==> config.mk <==
export PLATFORM = sky130hd
export DESIGN_NAME = video_timing_gen
export DESIGN_NICKNAME = d
export VERILOG_FILES = /design/src/rtl/video_timing_gen.sv
export SDC_FILE = /design/constraint.sdc
export NUM_CORES = 1
export LEC_CHECK = 0
export ABC_AREA = 1
export CAP_MARGIN = 20
export CORE_MARGIN = 4
export CORE_UTILIZATION = 50
export DETAILED_ROUTE_END_ITERATION = 7
export GPL_TIMING_DRIVEN = 1
export PLACE_DENSITY = 0.79
export RECOVER_POWER = 100
export SLEW_MARGIN = 10
export SYNTH_ARGS = -nofsm -noshare
export SYNTH_HDL_FRONTEND = slang
export SYNTH_SLANG_ARGS = --single-unit
==> constraint.sdc <==
create_clock -name clk_pixel -period 2.2 [get_ports clk_pixel]
set_input_delay 0.22 -clock clk_pixel [delete_from_list [all_inputs] [get_ports clk_pixel]]
set_output_delay 0.22 -clock clk_pixel [all_outputs]
set_load 0.05 [all_outputs]
==> src/rtl/video_timing_gen.sv <==
// Raster timing generator: scans cx/cy on clk_pixel and realigns returned rgb with de/hsync/vsync.
// Optional macro VTG_TEST_PATTERN_EN adds pattern_sel and an 8-bar colour test pattern.
module video_timing_gen #(
    parameter int FRAME_WIDTH   = 2200,
    parameter int FRAME_HEIGHT  = 1125,
    parameter int SCREEN_WIDTH  = 1920,
    parameter int SCREEN_HEIGHT = 1080,
    parameter int H_FRONT       = 88,
    parameter int H_SYNC        = 44,
    parameter int V_FRONT       = 4,
    parameter int V_SYNC        = 5,
    parameter int HSYNC_POL     = 1,
    parameter int VSYNC_POL     = 1,
    parameter int BIT_WIDTH     = 12,
    parameter int BIT_HEIGHT    = 11,
    parameter int RGB_LATENCY   = 1
) (
    input  logic                  clk_pixel,
    input  logic                  clk_pixel_resetn,
    input  logic                  enable,
    output logic [BIT_WIDTH-1:0]  cx,
    output logic [BIT_HEIGHT-1:0] cy,
    output logic                  running,
    output logic                  line_start,
    output logic                  frame_start,
    output logic [31:0]           frame_count,
    input  logic [23:0]           rgb_in,
`ifdef VTG_TEST_PATTERN_EN
    input  logic                  pattern_sel,
`endif
    output logic                  de,
    output logic                  hsync,
    output logic                  vsync,
    output logic [23:0]           rgb_out
);

    generate
        if (SCREEN_WIDTH + H_FRONT + H_SYNC > FRAME_WIDTH) begin : g_err_h
            $error("video_timing_gen: horizontal active+porch+sync exceeds FRAME_WIDTH");
        end
        if (SCREEN_HEIGHT + V_FRONT + V_SYNC > FRAME_HEIGHT) begin : g_err_v
            $error("video_timing_gen: vertical active+porch+sync exceeds FRAME_HEIGHT");
        end
        if (FRAME_WIDTH > 2**BIT_WIDTH) begin : g_err_bw
            $error("video_timing_gen: BIT_WIDTH too narrow for FRAME_WIDTH");
        end
        if (FRAME_HEIGHT > 2**BIT_HEIGHT) begin : g_err_bh
            $error("video_timing_gen: BIT_HEIGHT too narrow for FRAME_HEIGHT");
        end
        if (RGB_LATENCY < 1) begin : g_err_lat
            $error("video_timing_gen: RGB_LATENCY must be at least 1");
        end
    endgenerate

    localparam logic [BIT_WIDTH-1:0]  CX_LAST  = BIT_WIDTH'(FRAME_WIDTH - 1);
    localparam logic [BIT_WIDTH-1:0]  CX_ONE   = BIT_WIDTH'(1);
    localparam logic [BIT_HEIGHT-1:0] CY_LAST  = BIT_HEIGHT'(FRAME_HEIGHT - 1);
    localparam logic [BIT_HEIGHT-1:0] CY_ONE   = BIT_HEIGHT'(1);
    localparam int                    HS_START = SCREEN_WIDTH + H_FRONT;
    localparam int                    HS_END   = HS_START + H_SYNC;
    localparam int                    VS_START = SCREEN_HEIGHT + V_FRONT;
    localparam int                    VS_END   = VS_START + V_SYNC;
    localparam logic                  HS_HIGH  = (HSYNC_POL != 0);
    localparam logic                  VS_HIGH  = (VSYNC_POL != 0);

    typedef enum logic [1:0] {
        IDLE  = 2'd0,
        RUN   = 2'd1,
        DRAIN = 2'd2
    } state_t;

    state_t                  state;
    state_t                  state_n;
    logic [BIT_WIDTH-1:0]    cx_n;
    logic [BIT_HEIGHT-1:0]   cy_n;
    logic                    run_n;
    logic                    frame_wrap;
    logic                    de_r;
    logic                    hs_r;
    logic                    vs_r;
    logic [RGB_LATENCY:0]    de_pipe;
    logic [RGB_LATENCY:0]    hs_pipe;
    logic [RGB_LATENCY:0]    vs_pipe;
    logic [23:0]             pixel;

    // NOTE: every signal assigned in an always_comb gets a default first, so no path can infer a latch.
    always_comb begin
        state_n    = state;
        cx_n       = cx;
        cy_n       = cy;
        frame_wrap = (cx == CX_LAST) && (cy == CY_LAST);
        case (state)
            IDLE: begin
                cx_n = '0;
                cy_n = '0;
                if (enable) state_n = RUN;
            end
            RUN, DRAIN: begin
                // A stop request only takes effect once the frame in flight has been scanned out.
                if (enable)
                    state_n = RUN;
                else if (state == DRAIN && frame_wrap)
                    state_n = IDLE;
                else
                    state_n = DRAIN;

                if (cx == CX_LAST) begin
                    cx_n = '0;
                    cy_n = (cy == CY_LAST) ? '0 : cy + CY_ONE;
                end else begin
                    cx_n = cx + CX_ONE;
                end
            end
            default: begin
                state_n = IDLE;
                cx_n    = '0;
                cy_n    = '0;
            end
        endcase
        run_n = (state_n != IDLE);
    end

    always_comb begin
        de_r = running && (int'(cx) < SCREEN_WIDTH) && (int'(cy) < SCREEN_HEIGHT);
        hs_r = running && (int'(cx) >= HS_START) && (int'(cx) < HS_END);
        vs_r = running && (int'(cy) >= VS_START) && (int'(cy) < VS_END);
    end

`ifdef VTG_TEST_PATTERN_EN
    localparam int BAR_W = (SCREEN_WIDTH >= 8) ? SCREEN_WIDTH / 8 : 1;

    logic [BIT_WIDTH-1:0] cx_pipe [RGB_LATENCY];
    logic [23:0]          bar_rgb;

    // NOTE: the cx delay line is left unreset; its contents are only looked at while de is high,
    // and by then it has been filled with valid coordinates.
    always_ff @(posedge clk_pixel) begin
        cx_pipe[0] <= cx;
        for (int i = 1; i < RGB_LATENCY; i++) cx_pipe[i] <= cx_pipe[i-1];
    end

    always_comb begin
        bar_rgb = 24'h000000;
        case (int'(cx_pipe[RGB_LATENCY-1]) / BAR_W)
            0:       bar_rgb = 24'hFFFFFF;
            1:       bar_rgb = 24'hFFFF00;
            2:       bar_rgb = 24'h00FFFF;
            3:       bar_rgb = 24'h00FF00;
            4:       bar_rgb = 24'hFF00FF;
            5:       bar_rgb = 24'hFF0000;
            6:       bar_rgb = 24'h0000FF;
            default: bar_rgb = 24'h000000;
        endcase
    end

    assign pixel = pattern_sel ? bar_rgb : rgb_in;
`else
    assign pixel = rgb_in;
`endif

    // NOTE: sequential state uses non-blocking assignments only, so every register samples pre-edge values.
    always_ff @(posedge clk_pixel or negedge clk_pixel_resetn) begin
        if (!clk_pixel_resetn) begin
            state       <= IDLE;
            cx          <= '0;
            cy          <= '0;
            running     <= 1'b0;
            line_start  <= 1'b0;
            frame_start <= 1'b0;
            frame_count <= '0;
            de_pipe     <= '0;
            hs_pipe     <= '0;
            vs_pipe     <= '0;
            rgb_out     <= '0;
        end else begin
            state       <= state_n;
            cx          <= cx_n;
            cy          <= cy_n;
            running     <= run_n;
            line_start  <= run_n && (cx_n == '0);
            frame_start <= run_n && (cx_n == '0) && (cy_n == '0);
            if (frame_start) frame_count <= frame_count + 32'd1;
            de_pipe     <= {de_pipe[RGB_LATENCY-1:0], de_r};
            hs_pipe     <= {hs_pipe[RGB_LATENCY-1:0], hs_r};
            vs_pipe     <= {vs_pipe[RGB_LATENCY-1:0], vs_r};
            // rgb_out lines up with the de that is one shift away from the output stage.
            rgb_out     <= de_pipe[RGB_LATENCY-1] ? pixel : 24'h000000;
        end
    end

    assign de    = de_pipe[RGB_LATENCY];
    assign hsync = hs_pipe[RGB_LATENCY] ^ ~HS_HIGH;
    assign vsync = vs_pipe[RGB_LATENCY] ^ ~VS_HIGH;

endmodule
==> Yosys cells after proc, flatten, opt, wreduce, memory -nomap -nowiden <==
Cells that the tools add are included.
{ "word_totals": {"register_bits": 90} }
{ "op_classes": {"magnitude_cmp": 6, "mux": 10, "n_addsub": 3, "reduce_logical": 15, "n_eq_ne": 4} }
{ "op_table": {"columns": ["operator", "n"], "rows": [
  ["11-bit two-way mux", 3],
  ["32-bit by 1-bit adder with 32-bit output (second input constant)", 1],
  ["12-bit two-way mux", 2],
  ["24-bit two-way mux", 1],
  ["11-bit less-than comparator (second input constant)", 2],
  ["12-bit by 1-bit adder with 12-bit output (second input constant)", 1],
  ["12-bit equality test (second input constant)", 1],
  ["12-bit by 11-bit greater-or-equal comparator with 1-bit output (second input constant)", 1],
  ["12-bit logical NOT", 1],
  ["12-bit by 11-bit less-than comparator with 1-bit output (second input constant)", 1],
  ["12-bit less-than comparator (second input constant)", 1],
  ["11-bit by 1-bit adder with 11-bit output (second input constant)", 1],
  ["11-bit equality test (second input constant)", 1],
  ["11-bit greater-or-equal comparator (second input constant)", 1],
  ["11-bit logical NOT", 1],
  ["1-bit logical AND", 10],
  ["2-bit two-way mux", 3],
  ["2-bit case mux with 2 select lines", 1],
  ["2-bit by 1-bit equality test with 1-bit output (second input constant)", 1],
  ["2-bit equality test (second input constant)", 1],
  ["2-bit logical NOT", 1],
  ["2-bit nonzero test", 1],
  ["2-bit OR reduction", 1]
]} }

==> Depth between registers and ports, before layout <==
{ "depth": {"depth_word": 9, "ltp_mapped": 13, "mapped_depth_nobuf": 13} }

==> Worst setup path before layout <==
OpenSTA, ideal clock, no wires.
{ "synth_path": {"kind": "flip-flop to flip-flop", "startpoint": "register cx[0]", "endpoint": "register frame_start", "t_required_ns": 2.129, "period_less_slack_ns": 2.034, "arrival_time_ns": 1.963, "stages_incl_launch_ff": 14, "path_slack_ns": 0.166, "path_buffers": 0, "cell_sequence": "dfrtp_1 ha_1 nand2_2 inv_1 nand2_2 nor2_4 nand2_4 nand2_4 nor2_1 nor2_1 nand2_1 nor2_1 nand3_1 nor2_1"} }
{ "synth_rtl": {"columns": ["element", "line", "source"], "rows": [
  ["start: declaration", "21", "output logic [BIT_WIDTH-1:0] cx,"],
  ["start signal: assignment", "177", "cx <= cx_n;"],
  ["12-bit by 1-bit adder with 12-bit output or 12-bit equality test (tied branches)", "111, 107", null],
  ["12-bit two-way mux (*)", "107", "if (cx == CX_LAST) begin"],
  ["12-bit two-way mux (*)", "92", "case (state)"],
  ["net cx_n[0]", "74", "logic [BIT_WIDTH-1:0] cx_n;"],
  ["12-bit logical NOT (*)", "181", "frame_start <= run_n && (cx_n == '0) && (cy_n == '0);"],
  ["1-bit logical AND (*) (2 in series)", "181", null],
  ["end signal: assignment", "181", null],
  ["end: declaration", "25", "output logic frame_start,"]
]} }
The timed path passes the listed nets; every way through them passes the cells marked *.
A chain may end at the register's enable or synchronous reset.

==> Worst setup path in the final report <==
{ "layout_path": {"startpoint": "register frame_start", "endpoint": "output frame_start"} }
No word-level cell between the ends.

==> run metrics <==
min Tclk post-route=2.07 ns; max_cap viols=0; CTS HTree Levels=3; Slew @ Worst Pin=0.822 ns; Clock Latency Late Sink=0.35 ns; worst path arrival time=approximately 1.9 ns; mean area per synthesized cell=8.06 µm²; DPL Wire Length=8.70 mm; leading area contributor after synthesis=dfrtp_1; Worst Hold Path Cells=0; Port-buffer cells=111; die area=10,700 µm²; Routed Antenna Nets=0; Slew Limit Fails=0; Gate Count Post-Synth=564; reg2reg path depth=8; ANT cells=0; CTS clk-pin slew, worst paths=approximately 0.09 ns; drt total wl=11.1 mm; Ports=112; top cells by area, synth=dfrtp_1 50%, nand2_1 12%, inv_1 8.8%; RR Endpoint=frame_count[24]; CORE AREA=8760 µm²; Synth-to-Final Area Change=31.8%; WP buf/inv=1; fin util=0.684; Finished Cell Area=approximately 6000 µm²; Die Height=103 µm; Crit. End Element=output port; largest net degree at the start of global routing=34; Core Rows=34; FILL cells=749; syn nets=598; number of library cell types mapped by synthesis=32; Final Hold Fails=0; Worst Setup Path Type=flip-flop to output port; # clock sinks=90; Vias=slightly above 4,000; setup slack, reg-to-reg=0.20 ns; final period utilization=0.942; EDFF count, synth=0; outcome=completed; DRC=0; TritonCTS clock tree=yes; reg2reg start=frame_start; setup TNS=0 ns; leakage=roughly 3.4 nW; Crit path required time=about 2 ns; Synth top cells by count=144 x nand2_1, 107 x inv_1, 90 x dfrtp_1, 61 x nor2_1, 45 x nand3_1; DR WL/cell=13.9 µm; GP Congestion=around 1.0; Synth Cell Area=4550 µm²; Initial Util=0.519; die width=approximately 100 µm; ys flop type=dfrtp_1; crit-path max cell delay=0.90 ns; Cell Chain, Critical Path=clkdlybuf4s50_1; instance area at placement=5810 µm²; number of antenna violations at the first check in global routing=0; Synth warnings=0; Yosys top cell area share=0.495; hold_ws=0.361 ns; FFs w/ async S/R, synth=1.00; Power Density=902 nW/µm²; CP Max Fanout=13; Max-slew headroom=0.452; initial DRC count=145; count leader, synth=nand2_1; RSZ-0062 raised after global routing=no; post-CTS setup buffer count=0; Top Family by Delay on Critical Path=buffers and inverters; post-synthesis sequential area ratio=0.495; first-pass GRT wire length=18.5 mm; Critical Path End=frame_start; Worst path slowest cell=clkdlybuf4s50_1; First-pass DRT Iterations=4; crit path from=frame_start; layout cells sized above 1=0.0651; total grt overflow=0; Total Routing Usage GR=0.219; PostCTS Resize Cnt=0; clk_skew=0.0116 ns; CTS Hold Bufs=1; Max Freq=482 MHz; register bit total from synthesis=90; number of global-route vias before repair=4,065; Longest Clk Path Bufs=2; Vias per Instance=between 5 and 6; CP Depth=1; setup violators final=0; final net count=720; Root Buffer=clkbuf_8; worst hold path class=flip-flop to flip-flop; Num CTS Buffers=9; peak supply drop=around 620 µV; CP Launch Type=flip-flop
==> stage by stage <==
stage / worst slack [ns] / total power (W) / std cells
detailed placement: 0.288 / 0.00440 / 782
finish: 0.127 / 0.00540 / 799
floorplan: 0.166 / 0.00356 / 564
global placement: 0.301 / 0.00434 / 782
global route: 0.0268 / 0.00572 / 799
CTS: 0.101 / 0.00558 / 799
==> logic make-up after synthesis <==
family,Yosys count,share of synthesized area
and+or+nand+nor,304,0.311
AOI/OAI and AO/OA,19,0.0234
buffers and inverters,115,0.0950
adders and majority gates,7,0.0193
DFF,90,0.495
xor gates and xnor gates,29,0.0559
==> final cells by class <==
class / instances / area (µm²) / area share
sequential: 90 / 2250 / 0.376
multi-input combinational: 359 / 1850 / 0.308
clock buffer: 10 / 138 / 0.0230
clock inverter: 6 / 72.6 / 0.0121
inverter: 111 / 417 / 0.0695
timing repair buffer: 115 / 1130 / 0.189
tap: 108 / 135 / 0.0226
==> power breakdown <==
part / switching [W] / leakage (nW) / total, W / internal (W)
sequential: 0.000258 / 1.20 / 0.00217 / 0.00191
combinational: 0.00148 / 2.10 / 0.00207 / 0.000589
clock: 0.000598 / 0.103 / 0.00117 / 0.000568
total: 0.00234 / 3.40 / 0.00540 / 0.00307
==> cells in the final DEF, fill, tap and decap left out, types with 4 or more instances in the layout <==
cell and n:
nand2_1 144, inv_1 107, dfrtp_1 90, dlygate4sd3_1 85, nor2_1 64, nand3_1 46
clkdlybuf4s50_1 26, xor2_1 21, nand4_1 11, clkbuf_8 10, o21ai_0 8, nor3_1 8
xnor2_1 8, ha_1 7, nand2_2 6, a21oi_1 5, inv_2 4
==> worst min-delay path by stage <==
stage                          start               to  slack (ns)
floorplan           clk_pixel_resetn            cx[0]       -0.08
global placement    clk_pixel_resetn  frame_count[20]        0.19
detailed placement  clk_pixel_resetn  frame_count[20]        0.19
CTS                 clk_pixel_resetn   frame_count[6]        0.35
global route               rgb_in[4]       rgb_out[4]        0.36
finish                    vs_pipe[0]       vs_pipe[1]        0.36
==> routing by layer <==
metal / global-route usage / vias to the layer above / share of wire
met5: 0 / - / 0
li1: - / 1971 / -
met2: 0.389 / 149 / 0.51
met1: 0.275 / 1891 / 0.41
met4: 0.0647 / 0 / 0.013
met3: 0.0349 / 18 / 0.067
==> registers in the layout (all words and copies together) (netlist names) <==
signal / count
frame_count: 32
cx: 12
state: 2
frame_start: 1
hs_pipe: 2
vs_pipe: 2
line_start: 1
de_pipe: 2
cy: 11
rgb_out: 24
running: 1
(Power assumes the default switching activity.)
==> variant 1: new RTL, same settings <==
The 3 states of `state_t` get a one-hot encoding in 3 bits.
--- a/src/rtl/video_timing_gen.sv
+++ b/src/rtl/video_timing_gen.sv
@@ -63,10 +63,10 @@
     localparam logic                  HS_HIGH  = (HSYNC_POL != 0);
     localparam logic                  VS_HIGH  = (VSYNC_POL != 0);
 
-    typedef enum logic [1:0] {
-        IDLE  = 2'd0,
-        RUN   = 2'd1,
-        DRAIN = 2'd2
+    typedef enum logic [2:0] {
+        IDLE  = 3'b001,
+        RUN   = 3'b010,
+        DRAIN = 3'b100
     } state_t;
 
     state_t                  state;
Check against the original RTL: no difference found for any inputs over 10 cycles, from zero or initial values and one cycle with clk_pixel_resetn low; not proved beyond that.
==> variant 1 against the original RTL <==
Synthesized area fell by 2.1%; synthesized cell count fell by 5.1%; power fell by 14%; setup slack got worse by 0.0056 ns; wire length fell by 3.0%; sequential cell count rose by 1; sequential share of layout area rose by 1.5 points; critical path depth did not move; cell area fell by 2.7%; largest power group unchanged; register-to-register slack improved by 0.03 ns.
==> variant 1: results <==
group,metric,value,unit
outcome,status,"completed",
routing,wire_per_inst,14.1,µm
sta,fin_crit,2.08,ns
global_routing,track_usage,21.6,%
pwr,power_frac_seq,45.4,%
setup_path,timing.rr.end,"frame_count[28]$_DFFE_PN0P_",
placement,port_buffers,111,
global_routing,grt_max_degree,47,
placement,dp_hpwl,8350,µm
placement,dpl_cell_area,5690,µm²
yosys,netlist_top_cells_count,"nand2_1, inv_1, dfrtp_1, nor2_1, nand3_1",
setup_path,cp_max_fo,11,
routing,wl_met3,792,µm
pwr,ir_drop,369,µV
cells_and_area,register_area,2280,µm²
sta,hold_slack,0.352,ns
setup_path,rr_worst_depth,10,
setup_path,ff2ff_setup_slack,0.23,ns
yosys,ys_seq_area_share,51.2,%
pwr,pwr-share-clk,21.8,%
setup_path,crit_slowest_cell,"dlygate4sd3_1",
yosys,yosys-top-cells-area,"dfrtp_1, nand2_1, inv_1",
global_routing,grt_pass1_vias,3831,
yosys,syn_nets,566,
sta,fin_skew,0.0130,ns
cells_and_area,nets,684,
placement,place.gp.congestion,0.970,
worst_hold_path,hp-start,"vs_pipe[0]$_DFF_PN0_",
global_routing,met1_usage,27.5,%
setup_path,r2r_start,"frame_count[0]$_DFFE_PN0P_",
routing,routed-wl-met2,5380,µm
setup_path,crit_start,"cy[6]$_DFF_PN0_",
global_routing,grt_pass1_wl,17900,µm
yosys,synth_warnings,0,
cells_and_area,drive_gt1_share,5.47,%
cells_and_area,diodes,0,
routing,drtIter0Drc,162,
yosys,synth-async-reset-ratio,100,%
setup_path,critPathMaxStageDelay,0.94,ns
global_routing,grtUsageMet2,37.7,%
cells_and_area,fill_cells,717,
sta,worst_pin_slew,0.804,ns
routing,wl_met1,4510,µm
routing,vias,3894,
pwr,power.density,800,nW/µm²
pwr,switching_power,1.90,mW
routing,avgViaCountPerCell,5.08,
global_routing,grt_use_met3,4.03,%
clock_network,numCtsBuffers,9,
placement,pre_cts_ws,0.249,ns
yosys,synth_area_per_cell,8.32,µm²
placement,dp.cells,749,
pwr,p_leak,3.41,nW
cells_and_area,largestRegisters,"frame_count (32), rgb_out (24), cx (12)",
[variant 1: kinds of logic after synthesis]
logic type                 share of synthesized area, %
muxes                                             0.253
xor gates and xnor gates                           7.08
DFF                                                51.2
and+or+nand+nor                                    28.9
AOI/OAI and AO/OA                                  1.83
adders and majority gates                          1.12
buffers and inverters                              9.58
[variant 1: layout make-up]
type / instances / area share (%)
clock buffers: 11 / 2.25
multi-input cells: 332 / 29.5
clock inverters: 5 / 0.687
repair buffers: 114 / 19.3
well taps: 108 / 2.32
flip-flops and latches: 91 / 39.1
inverters: 105 / 6.76
[variant 1: how the worst max path moves through the flow]
stage	endpoint	cells past startpoint
after global placement	frame_start$_DFF_PN0_	12
after CTS	cy[6]	1
after floorplan	frame_count[28]$_DFFE_PN0P_	10
after global routing	frame_count[28]$_DFFE_PN0P_	10
final	cy[6]	1
after detailed placement	frame_start$_DFF_PN0_	11
==> variant 2: new RTL, config.mk and constraints unchanged <==
Made on the original files. The parameter `HSYNC_POL` goes from 1 to 0.
--- a/src/rtl/video_timing_gen.sv
+++ b/src/rtl/video_timing_gen.sv
@@ -9,7 +9,7 @@
     parameter int H_SYNC        = 44,
     parameter int V_FRONT       = 4,
     parameter int V_SYNC        = 5,
-    parameter int HSYNC_POL     = 1,
+    parameter int HSYNC_POL     = 0,
     parameter int VSYNC_POL     = 1,
     parameter int BIT_WIDTH     = 12,
     parameter int BIT_HEIGHT    = 11,
Formal check against the unedited RTL: not equivalent (a bounded check fails within 4 cycles, from zero or initial values and one cycle with clk_pixel_resetn low).
==> variant 2 against the original RTL <==
Sequential cell count did not move; synthesized cell count rose by 3.9%; cell area rose by 1.3%; synthesized area rose by 2.8%; highest routed layer unchanged; final cell count rose by 2.8%; first-iteration DRC count rose by 52%; setup slack improved by 0.023 ns; worst hold slack got worse by 0.0035 ns; power fell by 2.3%; wire length rose by 2.3%.
==> variant 2: results <==
group,metric,value,unit
sta,fin_skew,0.0157,ns
routing,drtIter0Drc,220,
placement,dp_hpwl,8830,µm
placement,pre_cts_ws,0.283,ns
global_routing,grtUsageMet2,39.1,%
yosys,synth-async-reset-ratio,100,%
global_routing,grt_use_met3,3.15,%
setup_path,crit_slowest_cell,"clkdlybuf4s50_1",
placement,dpl_cell_area,5920,µm²
placement,dp.cells,804,
global_routing,grt_pass1_wl,19700,µm
routing,wire_per_inst,13.9,µm
placement,place.gp.congestion,0.977,
yosys,synth_area_per_cell,7.98,µm²
setup_path,ff2ff_setup_slack,0.21,ns
clock_network,numCtsBuffers,9,
pwr,ir_drop,655,µV
pwr,p_leak,3.50,nW
yosys,yosysUniqueCellTypes,39,
routing,dr.pass1.iters,5,
yosys,ys_seq_area_share,48.2,%
clock_network,cts.clk_slew.worst_paths,0.09,ns
cells_and_area,nets,739,
clock_network,post_cts_buffers,0,
setup_path,rr_worst_depth,9,
global_routing,grt_max_degree,49,
setup_path,cp_max_fo,13,
yosys,netlist_top_cells_count,"nand2_1, inv_1, dfrtp_1, nor2_1, nand3_1",
routing,avgViaCountPerCell,5.02,
global_routing,met1_usage,26.4,%
global_routing,grt_pass1_vias,4243,
outcome,status,"completed",
yosys,yosys-top-cells-area,"dfrtp_1, nand2_1, inv_1",
cells_and_area,multiInputGateArea,1900,µm²
clock_network,htreeDepth,3,
global_routing,track_usage,21.8,%
routing,wirelength,11400,µm
worst_hold_path,hp-start,"vs_pipe[0]$_DFF_PN0_",
sta,hold_slack,0.357,ns
sta,worst_pin_slew,1.23,ns
setup_path,timing.rr.end,"frame_count[25]$_DFFE_PN0P_",
setup_path,crit_arrival,1.83,ns
clock_network,clock_path_buffers,2,
cells_and_area,fill_cells,763,
clock_network,clk_latency,0.36,ns
yosys,syn_nets,620,
cells_and_area,largestRegisters,"frame_count (32), rgb_out (24), cx (12)",
cells_and_area,drive_gt1_share,6.48,%
[variant 2: kinds of logic (layout without fill, tap and decap cells)]
kind of cell,after synthesis,count (layout),synth area share [%]
adder cells (fa/ha/maj),7,7,1.87
AO/OA/AOI/OAI,21,21,2.60
AND/OR/NAND/NOR,306,306,30.7
buffers and inverters,130,254,10.6
flip-flops,90,90,48.2
XOR/XNOR,32,32,6.00
[variant 2: per-layer routing]
metal,vias to the layer above,routed length [µm],share of wire [%]
met4,0,295,2.6
met1,1922,4620,41
met3,27,619,5.4
met2,153,5860,51
met5,-,0,0
li1,2016,-,-
[variant 2: power by group]
| group | switching (mW) | total [mW] | leakage (nW) | internal, mW |
|---|---|---|---|---|
| Sequential | 0.255 | 2.17 | 1.20 | 1.91 |
| Clock | 0.624 | 1.04 | 0.0864 | 0.419 |
| Combinational | 1.46 | 2.07 | 2.21 | 0.609 |
| Total | 2.34 | 5.28 | 3.50 | 2.94 |
[variant 2: how the worst max path moves through the flow]
stage / start / to / slack, ns / cells after the start
after global placement: frame_count[0]$_DFFE_PN0P_ / frame_count[30]$_DFFE_PN0P_ / 0.33 / 8
after global routing: frame_count[0]$_DFFE_PN0P_ / frame_count[24]$_DFFE_PN0P_ / 0.04 / 9
after CTS: frame_start$_DFF_PN0_ / frame_start / 0.12 / 1
final: frame_start$_DFF_PN0_ / frame_start / 0.15 / 1
after floorplan: frame_count[0]$_DFFE_PN0P_ / frame_count[24]$_DFFE_PN0P_ / 0.16 / 9
after detailed placement: frame_count[0]$_DFFE_PN0P_ / frame_count[30]$_DFFE_PN0P_ / 0.28 / 8
[variant 2: what timing repair did]
action,4_1_cts,5_1_grt
hold buffers,1,0
gates resized for setup,0,0
hold endpoints to repair,47,0
[variant 2: area by class of cell]
type | instances | area share (%)
clock buffers | 9 | 2.04
well taps | 111 | 2.29
multi-input cells | 366 | 31.2
repair buffers | 115 | 18.9
clock inverters | 7 | 0.845
inverters | 123 | 7.61
flip-flops and latches | 90 | 37.1
